===== config.mk =====
export PLATFORM = sky130hd
export DESIGN_NAME = gnn_io_ctrl_flat
export DESIGN_NICKNAME = d
export VERILOG_FILES = /design/src/rtl/gnn_io_pkg.sv /design/src/rtl/gnn_io_if.sv /design/src/rtl/gnn_io_deser.sv /design/src/rtl/gnn_io_ctrl.sv /design/src/flat_wrapper.sv
export SDC_FILE = /design/constraint.sdc
export NUM_CORES = 1
export LEC_CHECK = 0
export CAP_MARGIN = 5
export CORE_ASPECT_RATIO = 0.7
export CORE_MARGIN = 2
export CORE_UTILIZATION = 38
export CTS_BUF_LIST = sky130_fd_sc_hd__clkbuf_2
export CTS_CLUSTER_DIAMETER = 80
export CTS_CLUSTER_SIZE = 40
export DETAILED_ROUTE_END_ITERATION = 10
export SYNTH_ARGS = -nofsm -noshare
export SYNTH_HDL_FRONTEND = slang
export SYNTH_SLANG_ARGS = --single-unit

===== constraint.sdc =====
create_clock -name clk -period 5.3 [get_ports clk]
set_input_delay 1.325 -clock clk [delete_from_list [all_inputs] [get_ports clk]]
set_output_delay 1.325 -clock clk [all_outputs]
set_load 0.01 [all_outputs]

===== src/rtl/gnn_io_pkg.sv =====
// Shared widths, job geometry and FSM encoding for the GNN accelerator host front end.
package gnn_io_pkg;

    localparam int IN_W        = 5;
    localparam int OUT_W       = 21;
    localparam int N_FEAT      = 16;
    localparam int N_WGT       = 24;
    localparam int N_WORDS     = N_FEAT + N_WGT;
    localparam int N_RES       = 8;
    localparam int TIMEOUT_DEF = 64;

    // Load words 0..15 are features (node-major), 16..39 are weights.
    localparam int WGT_BASE  = N_FEAT;
    localparam int LAST_WORD = N_WORDS - 1;
    localparam int LAST_RES  = N_RES - 1;

    localparam int IDX_W  = $clog2(N_WORDS);
    localparam int RIDX_W = $clog2(N_RES);

    typedef enum logic [1:0] {
        LOAD  = 2'd0,
        WAIT  = 2'd1,
        DRAIN = 2'd2
    } gnn_io_state_t;

endpackage


===== src/rtl/gnn_io_if.sv =====
// Host-facing streams: load words in (s_*) and result words out (m_*).
interface gnn_io_if;

    logic [gnn_io_pkg::IN_W-1:0]  s_data;
    logic                         s_valid;
    logic                         s_ready;
    logic [gnn_io_pkg::OUT_W-1:0] m_data;
    logic                         m_valid;
    logic                         m_ready;
    logic                         m_last;

    modport master (
        output s_data, s_valid, m_ready,
        input  s_ready, m_data, m_valid, m_last
    );

    modport slave (
        input  s_data, s_valid, m_ready,
        output s_ready, m_data, m_valid, m_last
    );

endinterface


===== src/rtl/gnn_io_deser.sv =====
// Load-word deserialiser: writes each accepted word into the next register slot
// and pulses done on the final word, wrapping the index back to 0.
module gnn_io_deser
    import gnn_io_pkg::*;
(
    input  logic                     clk,
    input  logic                     rst_n,
    input  logic                     wr_en,
    input  logic [IN_W-1:0]          wr_data,
    output logic [N_WORDS*IN_W-1:0]  words,
    output logic [IDX_W-1:0]         idx,
    output logic                     done
);

    logic [IN_W-1:0]  word_reg [N_WORDS];
    logic [IDX_W-1:0] idx_reg;
    logic [IDX_W-1:0] idx_next;
    logic [N_WORDS-1:0] word_sel;

    genvar gi;
    generate
        for (gi = 0; gi < N_WORDS; gi++) begin : g_word
            assign word_sel[gi]               = wr_en && (idx_reg == IDX_W'(gi));
            assign words[gi*IN_W +: IN_W]     = word_reg[gi];
        end
    endgenerate

    assign done = wr_en && (idx_reg == IDX_W'(LAST_WORD));
    assign idx  = idx_reg;

    always_comb begin
        idx_next = idx_reg;
        if (done) begin
            idx_next = '0;
        end else if (wr_en) begin
            idx_next = idx_reg + IDX_W'(1);
        end
    end

    always_ff @(posedge clk or negedge rst_n) begin
        if (!rst_n) begin
            idx_reg <= '0;
            for (int i = 0; i < N_WORDS; i++) begin
                word_reg[i] <= '0;
            end
        end else begin
            idx_reg <= idx_next;
            for (int i = 0; i < N_WORDS; i++) begin
                if (word_sel[i]) begin
                    word_reg[i] <= wr_data;
                end
            end
        end
    end

endmodule


===== src/rtl/gnn_io_ctrl.sv =====
// Host front end for the 4-node GNN accelerator: loads a job, waits for fresh
// results under a watchdog, then streams the eight results out.
module gnn_io_ctrl
    import gnn_io_pkg::*;
#(
    parameter int TIMEOUT = TIMEOUT_DEF
) (
    input  logic                     clk,
    input  logic                     rst_n,
    gnn_io_if.slave                  io,
    output logic [N_FEAT*IN_W-1:0]   acc_x,
    output logic [N_WGT*IN_W-1:0]    acc_w,
    output logic                     acc_in_ready,
    input  logic [N_RES*OUT_W-1:0]   acc_res,
    input  logic [N_RES-1:0]         acc_res_rdy,
    output logic                     busy,
    output logic                     timeout_err
);

    localparam int TCNT_W = $clog2(TIMEOUT);

    gnn_io_state_t     state_reg, state_next;
    logic [RIDX_W-1:0] ridx_reg, ridx_next;
    logic [TCNT_W-1:0] tcnt_reg, tcnt_next;
    logic              armed_reg, armed_next;
    logic              terr_reg, terr_next;
    logic              capture;

    logic [OUT_W-1:0]  res_in  [N_RES];
    logic [OUT_W-1:0]  res_buf_reg [N_RES];

    logic [N_WORDS*IN_W-1:0] load_words;
    logic [IDX_W-1:0]        load_idx;
    logic                    load_done;
    logic                    accept;
    logic                    all_rdy;

    assign accept  = io.s_valid && io.s_ready;
    assign all_rdy = (acc_res_rdy == {N_RES{1'b1}});

    gnn_io_deser u_deser (
        .clk     (clk),
        .rst_n   (rst_n),
        .wr_en   (accept),
        .wr_data (io.s_data),
        .words   (load_words),
        .idx     (load_idx),
        .done    (load_done)
    );

    assign acc_x = load_words[N_FEAT*IN_W-1:0];
    assign acc_w = load_words[N_WORDS*IN_W-1:WGT_BASE*IN_W];

    genvar gi;
    generate
        for (gi = 0; gi < N_RES; gi++) begin : g_res
            assign res_in[gi] = acc_res[gi*OUT_W +: OUT_W];
        end
    endgenerate

    // Flags that were already all-high on WAIT entry belong to the previous job;
    // only a capture after at least one not-all-high cycle is accepted.
    always_comb begin
        state_next = state_reg;
        ridx_next  = ridx_reg;
        tcnt_next  = tcnt_reg;
        armed_next = armed_reg;
        terr_next  = terr_reg;
        capture    = 1'b0;
        case (state_reg)
            LOAD: begin
                if (accept && (load_idx == '0)) begin
                    terr_next = 1'b0;
                end
                if (load_done) begin
                    state_next = WAIT;
                end
            end
            WAIT: begin
                tcnt_next = tcnt_reg + TCNT_W'(1);
                if (!all_rdy) begin
                    armed_next = 1'b1;
                end
                if (armed_reg && all_rdy) begin
                    capture    = 1'b1;
                    state_next = DRAIN;
                    tcnt_next  = '0;
                    armed_next = 1'b0;
                end else if (tcnt_reg == TCNT_W'(TIMEOUT - 1)) begin
                    terr_next  = 1'b1;
                    state_next = LOAD;
                    tcnt_next  = '0;
                    armed_next = 1'b0;
                end
            end
            DRAIN: begin
                if (io.m_ready) begin
                    if (ridx_reg == RIDX_W'(LAST_RES)) begin
                        ridx_next  = '0;
                        state_next = LOAD;
                    end else begin
                        ridx_next = ridx_reg + RIDX_W'(1);
                    end
                end
            end
            default: begin
                state_next = LOAD;
            end
        endcase
    end

    always_ff @(posedge clk or negedge rst_n) begin
        if (!rst_n) begin
            state_reg <= LOAD;
            ridx_reg  <= '0;
            tcnt_reg  <= '0;
            armed_reg <= 1'b0;
            terr_reg  <= 1'b0;
            for (int i = 0; i < N_RES; i++) begin
                res_buf_reg[i] <= '0;
            end
        end else begin
            state_reg <= state_next;
            ridx_reg  <= ridx_next;
            tcnt_reg  <= tcnt_next;
            armed_reg <= armed_next;
            terr_reg  <= terr_next;
            if (capture) begin
                for (int i = 0; i < N_RES; i++) begin
                    res_buf_reg[i] <= res_in[i];
                end
            end
        end
    end

    // Output stage decodes straight from registered state, so m_data only
    // moves on a completed transfer.
    assign io.s_ready   = (state_reg == LOAD);
    assign io.m_valid   = (state_reg == DRAIN);
    assign io.m_data    = res_buf_reg[ridx_reg];
    assign io.m_last    = (state_reg == DRAIN) && (ridx_reg == RIDX_W'(LAST_RES));
    assign acc_in_ready = (state_reg == WAIT);
    assign busy         = !((state_reg == LOAD) && (load_idx == '0));
    assign timeout_err  = terr_reg;

endmodule


===== src/flat_wrapper.sv =====
// flat-port wrapper written by rule: the top's interface ports become plain ports
module gnn_io_ctrl_flat import gnn_io_pkg::*;
#(
    parameter int TIMEOUT = TIMEOUT_DEF
)
  (clk, rst_n, acc_x, acc_w, acc_in_ready, acc_res, acc_res_rdy, busy, timeout_err, io_s_data, io_s_valid, io_m_ready, io_s_ready, io_m_data, io_m_valid, io_m_last);
  gnn_io_if io_i ();
  input  logic clk;
  input  logic rst_n;
  output logic [N_FEAT*IN_W-1:0] acc_x;
  output logic [N_WGT*IN_W-1:0] acc_w;
  output logic acc_in_ready;
  input  logic [N_RES*OUT_W-1:0] acc_res;
  input  logic [N_RES-1:0] acc_res_rdy;
  output logic busy;
  output logic timeout_err;
  input wire logic [$bits(io_i.s_data)-1:0] io_s_data;
  input wire logic [$bits(io_i.s_valid)-1:0] io_s_valid;
  input wire logic [$bits(io_i.m_ready)-1:0] io_m_ready;
  output wire logic [$bits(io_i.s_ready)-1:0] io_s_ready;
  output wire logic [$bits(io_i.m_data)-1:0] io_m_data;
  output wire logic [$bits(io_i.m_valid)-1:0] io_m_valid;
  output wire logic [$bits(io_i.m_last)-1:0] io_m_last;
  assign io_i.s_data = io_s_data;
  assign io_i.s_valid = io_s_valid;
  assign io_i.m_ready = io_m_ready;
  assign io_s_ready = io_i.s_ready;
  assign io_m_data = io_i.m_data;
  assign io_m_valid = io_i.m_valid;
  assign io_m_last = io_i.m_last;
  gnn_io_ctrl #(.TIMEOUT(TIMEOUT)) u_core (.clk(clk), .rst_n(rst_n), .io(io_i), .acc_x(acc_x), .acc_w(acc_w), .acc_in_ready(acc_in_ready), .acc_res(acc_res), .acc_res_rdy(acc_res_rdy), .busy(busy), .timeout_err(timeout_err));
endmodule

==> qor.yml, run 1 <==
min_path:
  hold_path_class: "reg -> reg"
finish:
  drive_above_1_share_pct: 35.8
  multi_input_logic_area_mm2: 0.00622
  final_net_count: 1583
  ff_latch_area_mm2: 0.00969
  largest_register_ffs: 200
  finish.utilization_pct: 49.9
  fillCellCount: 3660
  area.growth.synth_to_final_pct: 30.1
status:
  result_of_the_run: "completed"
clock_network:
  post_cts_buffers: 0
  cts_htree_levels: 1
  cts.path.max_buffers: 3
  cts_root_buf: "clkbuf_2"
  insertion_delay_of_the_later_clocked_pin_in_the_worst_skew_pair_ps: 1120
  cts_made_buffers: 16
  cts_num_sinks: 387
  cts.reportedPaths.clkPinSlew_ps: 700
  clock_tree_from_tritoncts: "yes"
synth:
  synth-xor-area-share_pct: 0.216
  sequential_area_share_after_synthesis_pct: 59.7
  synth.area.mux_share_pct: 33.0
  syn_nets: 1209
  ys_ff_latch: 387
  synthFlopType: "dfrtp_1"
  synth-adder-area-share_pct: 0.540
  synthSimpleGateAreaFrac_pct: 4.04
  postSynthAreaPerCell_um2: 15.9
  postSynth.asyncResetShare_pct: 100
  synth-warning-count: 0
  yosysTopAreaCellShare_pct: 59.7
  synth.top_cells.by_area: "dfrtp_1 (60%), mux2_2 (27%), mux4_2 (5.8%)"
  post-synth-top-count-cell: "mux2_2"
  synth-edff-count: 0
  share_of_the_synthesized_area_in_compound_gates_ao_oa_aoi_oai_pct: 0.540
  synthDistinctLibCells: 40
  synth.top_cells.by_count: "mux2_2 (391), dfrtp_1 (387), mux4_2 (42), clkbuf_1 (31), nand2_1 (29)"
  largest_family_of_logic_cells_by_synthesized_area: "multiplexers"
  synthesis.instances: 1017
  synth.cell_area_mm2: 0.0162
  yosysTopAreaCell: "dfrtp_1"
sta:
  final.setup.tns_ps: 0
  clock-skew-final_ps: 135
  period_share_pct: 93.6
  slew_headroom_pct: 21.7
  worst_pin_slew_ps: 1170
  final.min_clock_period_ps: 4960
  setup_repair_after_global_routing_missed_its_margin: "no"
  max_slew_violation_total_from_the_final_report: 0
  final_hold_viol_count: 0
  report.final.setup_viol: 0
  fmax_mhz: 202
worst_setup_path:
  timing.critical_path.required_ps: 3970
  cp-startpoint: "u_core.ridx_reg[1]"
  critPathMaxFanout: 31
  slowest_stage_cell_cp: "dfrtp_2"
  cp_data_arrival_time_ps: 3630
  critPathBufInv: 2
  path_class: "reg -> out"
  worst_path_largest_cell_delay_ps: 1010
  rr_worst_depth: 3
  rr_startpoint: "u_core.u_deser.idx[2]"
  worstPathCellList: "buf_4, mux4_2, mux2_2, clkdlybuf4s50_1"
  crit_path_end: "io_m_data[19]"
  setup.worst_path.start_class: "flip-flop"
  worst_r2r_endpoint: "u_core.u_deser.words[103]"
  timing.reg2reg.setup_slack_ps: 2390
  cp-end-kind: "output port"
  path_delay_family: "flip-flops"
  worstSetupPathDepth: 4
power:
  power.density_cell_area_mw_per_mm2: 372
  p_leak_uw: 0.00976
  ir_worst_vdd_mv: 0.247
placement:
  detailed_place_hpwl_um: 30700
  port_buffers: 411
  finalWeightedCongestion: 0.763
detailed_routing:
  detail_route.vias_per_cell: 5.05
  routed-via-count: 9884
  postRouteAntennaNets: 0
  drc: 0
  detail_route.first_pass.iterations: 4
  avgRoutedWirePerCell_um: 22.3
  detailedRoute.firstIterationViolations: 506
  drt-total-wl_um: 43600
floorplan:
  core_area_mm2: 0.0423
  dieHeight_um: 177
  die_x_um: 251
  die-area_mm2: 0.0444
  placement_rows: 63
  io_pins: 412
  floorplan.initialDensity_pct: 38.4
grt:
  grt_usage_pct: 19.4
  first_pass_grt_wire_length_um: 65500
  antenna_violations_before_repair: 5
  number_of_global_route_vias_before_repair: 10400
  maximum_number_of_pins_on_one_net_before_global_route_repair: 104
  overflow: 0
flow_run:
  cap_viol_max_count: 0
-- layer usage --
metal / vias up / global-route usage, % / part of all wire [%]
li1: 4413 / - / -
met1: 5194 / 26.6 / 45
met2: 218 / 31.3 / 48
met3: 57 / 4.09 / 5.0
met4: 2 / 5.65 / 2.9
met5: - / 0 / 0.037
-- layout make-up --
| class | count | area share (%) |
|---|---|---|
| repair buffers | 422 | 20.0 |
| diodes | 6 | 0.0712 |
| well taps | 552 | 3.27 |
| inverters | 5 | 0.0890 |
| multi-input cells | 559 | 29.5 |
| clock buffers | 17 | 0.403 |
| clock inverters | 11 | 0.694 |
| flip-flops and latches | 387 | 45.9 |
-- what timing repair did --
action | CTS | global route
resized for setup | 0 | 1
hold buffers | 1 | 0
hold endpoints to repair | 6 | 0
endpoints found under the setup margin | 0 | 14
-- where the power goes --
group,internal [uW],switching (uW)
Sequential,3570,419
Combinational,1580,1120
Clock,172,991
Total,5310,2530
-- cells in the final DEF (no fill, tap or decap), drive strengths merged --
cell / synthesis / layout
nor4: 2 / 2
a22o: 2 / 2
nand2: 30 / 30
buf: 35 / 16
o211ai: 3 / 3
a21o: 1 / 1
nor3b: 2 / 2
and3: 7 / 7
a21oi: 2 / 2
nor2: 9 / 9
or3: 1 / 1
or3b: 1 / 1
nand3b: 2 / 2
clkbuf: 31 / 17
mux2: 391 / 391
or4: 2 / 2
nor2b: 3 / 3
nand3: 16 / 16
diode: 0 / 6
ha: 7 / 7
and2: 1 / 1
mux4: 42 / 42
clkinv: 1 / 4
xor2: 1 / 1
clkdlybuf4s50: 0 / 405
nand2b: 5 / 5
or2: 2 / 2
o21ai: 6 / 6
dfrtp: 387 / 387
dlygate4sd3: 0 / 1
nand4: 10 / 10
xnor2: 3 / 3
inv: 4 / 11
clkinvlp: 0 / 1
nor3: 8 / 8
-- worst min path at each step --
stage	start	end	slack [ps]	depth (start not counted)
final	u_core.tcnt_reg[0]	u_core.tcnt_reg[0]	560	1
after global routing	rst_n	u_core.res_buf_reg[143]	540	2
after CTS	u_core.u_deser.words[51]	u_core.u_deser.words[51]	560	1
after detailed placement	u_core.res_buf_reg[74]	u_core.res_buf_reg[74]	490	1
after global placement	u_core.res_buf_reg[79]	u_core.res_buf_reg[79]	480	1
after floorplan	u_core.res_buf_reg[105]	u_core.res_buf_reg[105]	470	1
-- stage by stage --
stage / total power (uW) / area [um2] / setup slack (ps) / instances / hold WS [ps]
4_1_cts: 7970 / 21100 / 52.8 / 1953 / 563
6_report: 7840 / 21100 / 341 / 1959 / 562
5_1_grt: 8290 / 21100 / 9.67 / 1956 / 544
3_3_place_gp: 6710 / 20800 / 1500 / 1924 / 484
2_1_floorplan: 5100 / 16200 / 2170 / 1017 / 474
3_5_place_dp: 6750 / 20800 / 1490 / 1924 / 489
-- kinds of logic after synthesis --
logic type,Yosys count
compound gates,14
fa+ha+maj,7
xor+xnor,4
flops,387
simple gates,101
buf+inv,71
mux,433
No activity file was read; power rests on OpenSTA's default activity.
==> inputs of run 2 (changes only) <==
CAP_MARGIN = not set   (was 5)
CORE_ASPECT_RATIO = 0.9   (was 0.7)
==> qor.yml, run 2 (synthesized netlist as in run 1, its figures left out) <==
status:
  result_of_the_run: "complete, but fails checks"
  violations: "design-rule violations"
clock_network:
  cts.path.max_buffers: 3
  holdBufCountCts: 0
  cts_root_buf: "clkbuf_2"
  cts.reportedPaths.clkPinSlew_ps: 590
  cts_made_buffers: 20
  clock_tree_from_tritoncts: "yes"
  cts_num_sinks: 387
  insertion_delay_of_the_later_clocked_pin_in_the_worst_skew_pair_ps: 1120
  cts_resized: 0
  post_cts_buffers: 0
  cts_htree_levels: 1
worst_setup_path:
  path_delay_family: "buffers and inverters"
  critPathMaxFanout: 32
  timing.critical_path.required_ps: 3970
  worstPathCellList: "buf_12, mux4_2, mux2_2, clkdlybuf4s50_1"
  slowest_stage_cell_cp: "dfrtp_2"
  critPathBufInv: 2
  path_class: "reg -> out"
  worst_path_largest_cell_delay_ps: 790
  worst_r2r_endpoint: "u_core.res_buf_reg[85]"
  rr_startpoint: "u_core.state_reg[1]"
  rr_worst_depth: 5
  cp_data_arrival_time_ps: 3620
  setup.worst_path.start_class: "flip-flop"
  timing.reg2reg.setup_slack_ps: 2500
  cp-end-kind: "output port"
flow_run:
  cap_viol_max_count: 0
placement:
  port_buffers: 411
  finalWeightedCongestion: 0.777
  detailed_place_hpwl_um: 31800
  numPlacedInstances: 1924
power:
  power.density_cell_area_mw_per_mm2: 380
  post-layout-total-power_uw: 8080
  p_leak_uw: 0.00985
  ir_worst_vdd_mv: 0.212
sta:
  final.min_clock_period_ps: 4940
  worst_pin_slew_ps: 1150
  clock-skew-final_ps: 158
  setup_repair_after_global_routing_missed_its_margin: "no"
  max_slew_violation_total_from_the_final_report: 0
  final_hold_viol_count: 0
  slew_headroom_pct: 23.4
  report.final.setup_viol: 0
  fmax_mhz: 202
  final.setup.tns_ps: 0
  period_share_pct: 93.2
grt:
  overflow: 0
  grt_usage_pct: 19.8
  globalRouteMet2Util_pct: 33.4
  antenna_violations_before_repair: 10
  first_pass_grt_wire_length_um: 66800
  global_route.usage.met1_pct: 26.2
  grt-busiest-layer: "met2"
  number_of_global_route_vias_before_repair: 10500
  grt_met3_usage_pct: 5.04
  maximum_number_of_pins_on_one_net_before_global_route_repair: 111
detailed_routing:
  drt-total-wl_um: 44600
  routed-via-count: 9961
  postRouteAntennaNets: 0
  avgRoutedWirePerCell_um: 22.7
  drc: 26
  detail_route.vias_per_cell: 5.07
  detail_route.first_pass.iterations: 7
  detailedRoute.firstIterationViolations: 496
floorplan:
  io_pins: 412
  die_x_um: 222
  placement_rows: 71
  dieHeight_um: 200
  floorplan.initialDensity_pct: 38.7
  core_area_mm2: 0.0419
  die-area_mm2: 0.0443
finish:
  largest_register_ffs: 200
  layout_common_cells: "clkdlybuf4s50_1 (410), mux2_2 (391), dfrtp_1 (385), mux4_2 (42), nand2_1 (28)"
  finish.utilization_pct: 50.7
  final_cell_count_no_fill: 1965
  final_net_count: 1591
  drive_above_1_share_pct: 36.0
  area.growth.synth_to_final_pct: 31.2
  mostFrequentLayoutCell: "clkdlybuf4s50_1"
min_path:
  hold_path_class: "in -> async"
run 2: how the worst max path moves through the flow:
stage | from | endpoint | slack [ps] | cells past startpoint
after CTS | u_core.ridx_reg[0] | io_m_data[2] | 160 | 4
after floorplan | u_core.ridx_reg[0] | io_m_data[0] | 2170 | 4
final | u_core.ridx_reg[0] | io_m_data[3] | 360 | 4
after global placement | u_core.u_deser.idx[0] | busy | 1540 | 5
after detailed placement | u_core.u_deser.idx[0] | busy | 1530 | 5
after global routing | u_core.ridx_reg[0] | io_m_data[2] | 30 | 4
run 2: layout make-up:
| class | count | area [um2] |
|---|---|---|
| fillers | 3637 | 20700 |
| flip-flops and latches | 387 | 9690 |
| multi-input cells | 559 | 6220 |
| repair buffers | 426 | 4280 |
| well taps | 547 | 684 |
| clock inverters | 14 | 254 |
| clock buffers | 22 | 110 |
| inverters | 5 | 18.8 |
| diodes | 5 | 12.5 |
run 2: through the flow:
step | setup WS [ps] | area, um2 | hold WS (ps)
floorplan | 2170 | 16200 | 474
global placement | 1540 | 20900 | 482
detailed placement | 1530 | 20900 | 487
CTS | 164 | 21300 | 65.3
global route | 28.3 | 21300 | 112
finish | 359 | 21300 | 175
run 2: power by group:
group	internal [uW]	switching [uW]	total (uW)
Sequential	3560	405	3970
Clock	291	1100	1390
Combinational	1580	1140	2720
Total	5430	2650	8080
run 2: metal layers:
layer | vias to the layer above | part of all wire, %
li1 | 4423 | -
met5 | - | 0.14
met3 | 46 | 6.1
met4 | 12 | 1.6
met2 | 188 | 50
met1 | 5292 | 42
==> inputs of run 3 (changes only) <==
CAP_MARGIN = 20   (was not set)
==> qor.yml, run 3 (synthesized netlist as in run 1, its figures left out) <==
status:
  violations: "design-rule violations"
  result_of_the_run: "complete, but fails checks"
detailed_routing:
  avgRoutedWirePerCell_um: 22.7
  detail_route.first_pass.iterations: 7
  wirelength_met1_um: 18900
  drt-total-wl_um: 44600
  postRouteAntennaNets: 0
  routed-via-count: 9958
  drc: 26
  detail_route.vias_per_cell: 5.07
  detailedRoute.firstIterationViolations: 467
  route.top_layer_used: "met5"
  route.met3.wl_um: 2580
  route.met2.wl_um: 22300
flow_run:
  cap_viol_max_count: 0
sta:
  max_slew_violation_total_from_the_final_report: 0
  final.min_clock_period_ps: 4930
  setup_repair_after_global_routing_missed_its_margin: "no"
  final.setup.tns_ps: 0
  report.final.setup_viol: 0
  period_share_pct: 93.1
  clock-skew-final_ps: 158
  final_hold_viol_count: 0
  worst_pin_slew_ps: 1040
  slew_headroom_pct: 30.2
  hold_ws_ps: 181
  fmax_mhz: 203
worst_setup_path:
  cp_data_arrival_time_ps: 3610
  crit_path_end: "io_m_data[3]"
  timing.reg2reg.setup_slack_ps: 2580
  worst_r2r_endpoint: "u_core.res_buf_reg[45]"
  rr_startpoint: "u_core.state_reg[1]"
  timing.critical_path.required_ps: 3970
  setup.worst_path.start_class: "flip-flop"
  cp-startpoint: "u_core.ridx_reg[0]"
  critPathMaxFanout: 32
  rr_worst_depth: 5
  cp-end-kind: "output port"
  path_class: "reg -> out"
power:
  net-switching-power_uw: 2640
  p_leak_uw: 0.00986
  power.density_cell_area_mw_per_mm2: 379
  p_comb_share_pct: 33.7
  power.clock.fraction_pct: 17.2
  switching_share_pct: 32.7
  seq_power_share_pct: 49.1
  ir_worst_vdd_mv: 0.213
  p_int_uw: 5430
clock_network:
  clock_tree_from_tritoncts: "yes"
  cts.path.max_buffers: 3
  cts_resized: 0
  cts_htree_levels: 1
  insertion_delay_of_the_later_clocked_pin_in_the_worst_skew_pair_ps: 1120
  holdBufCountCts: 0
  post_cts_buffers: 0
  cts_made_buffers: 20
  cts_num_sinks: 387
  cts.reportedPaths.clkPinSlew_ps: 590
  cts_root_buf: "clkbuf_2"
finish:
  drive_above_1_share_pct: 36.1
  layout_common_cells: "clkdlybuf4s50_1 (410), mux2_2 (391), dfrtp_1 (385), mux4_2 (42), nand2_1 (28)"
  largest_register_ffs: 200
  area.growth.synth_to_final_pct: 31.3
  fillCellCount: 3635
  final_net_count: 1592
  mostFrequentLayoutCell: "clkdlybuf4s50_1"
  design_area_mm2: 0.0213
grt:
  number_of_global_route_vias_before_repair: 10500
  antenna_violations_before_repair: 10
  maximum_number_of_pins_on_one_net_before_global_route_repair: 111
  first_pass_grt_wire_length_um: 66800
  overflow: 0
  grt_usage_pct: 19.8
floorplan:
  die-area_mm2: 0.0443
  core_area_mm2: 0.0419
  die_x_um: 222
  placement_rows: 71
  io_pins: 412
  floorplan.initialDensity_pct: 38.7
  dieHeight_um: 200
placement:
  finalWeightedCongestion: 0.777
  port_buffers: 411
  post_dp_cell_area_mm2: 0.0209
  detailed_place_hpwl_um: 31800
min_path:
  hold_path_class: "in -> async"
[run 3: changes by cell type in the layout (fill, tap and decap cells not counted), sizes merged]
cell  previous run  this run
buf             16        17
[run 3: how the worst min path moves through the flow]
stage | from | to | depth (start not counted)
CTS | rst_n | u_core.res_buf_reg[14] | 1
detailed placement | u_core.res_buf_reg[105] | u_core.res_buf_reg[105] | 1
global placement | u_core.res_buf_reg[106] | u_core.res_buf_reg[106] | 1
floorplan | u_core.res_buf_reg[105] | u_core.res_buf_reg[105] | 1
finish | rst_n | u_core.u_deser.words[91] | 1
global route | rst_n | u_core.u_deser.words[85] | 1
[run 3: cell type report]
type / count / area, um2 / area share, %
Sequential cell: 387 / 9690 / 45.5
Multi-Input combinational cell: 559 / 6220 / 29.2
Timing Repair Buffer: 427 / 4300 / 20.2
Tap cell: 547 / 684 / 3.21
Clock inverter: 14 / 254 / 1.19
Clock buffer: 22 / 110 / 0.517
Inverter: 5 / 18.8 / 0.0882
Antenna cell: 5 / 12.5 / 0.0588
[run 3: critical path, stage by stage (launching register included)]
cell and delay, ps:
dfrtp_2 790, buf_12 340, mux4_2 540, mux2_2 270, clkdlybuf4s50_1 510
[run 3: metal layers]
layer / vias to the layer above / global-route usage (%)
li1: 4428 / -
met1: 5290 / 26.2
met2: 182 / 33.4
met3: 46 / 5.04
met4: 12 / 3.80
met5: - / 0
[run 3: stage by stage]
stage / utilization, % / cells / power (uW) / setup WS (ps)
3_5_place_dp: 49.8 / 1924 / 6770 / 1530
3_3_place_gp: 49.8 / 1924 / 6720 / 1540
5_1_grt: 50.8 / 1965 / 8510 / 28.3
2_1_floorplan: - / 1017 / 5100 / 2170
6_report: 50.8 / 1966 / 8070 / 365
4_1_cts: 50.7 / 1960 / 8200 / 164
[run 3: power by group through the flow]
| stage | Combinational, uW | Clock (uW) | Sequential, uW |
|---|---|---|---|
| after floorplan | 966 | 0 | 4140 |
| after global placement | 2730 | 0 | 3980 |
| after detailed placement | 2760 | 0 | 4010 |
| after CTS | 2770 | 1470 | 3970 |
| after global routing | 2890 | 1570 | 4050 |
| final | 2720 | 1390 | 3960 |
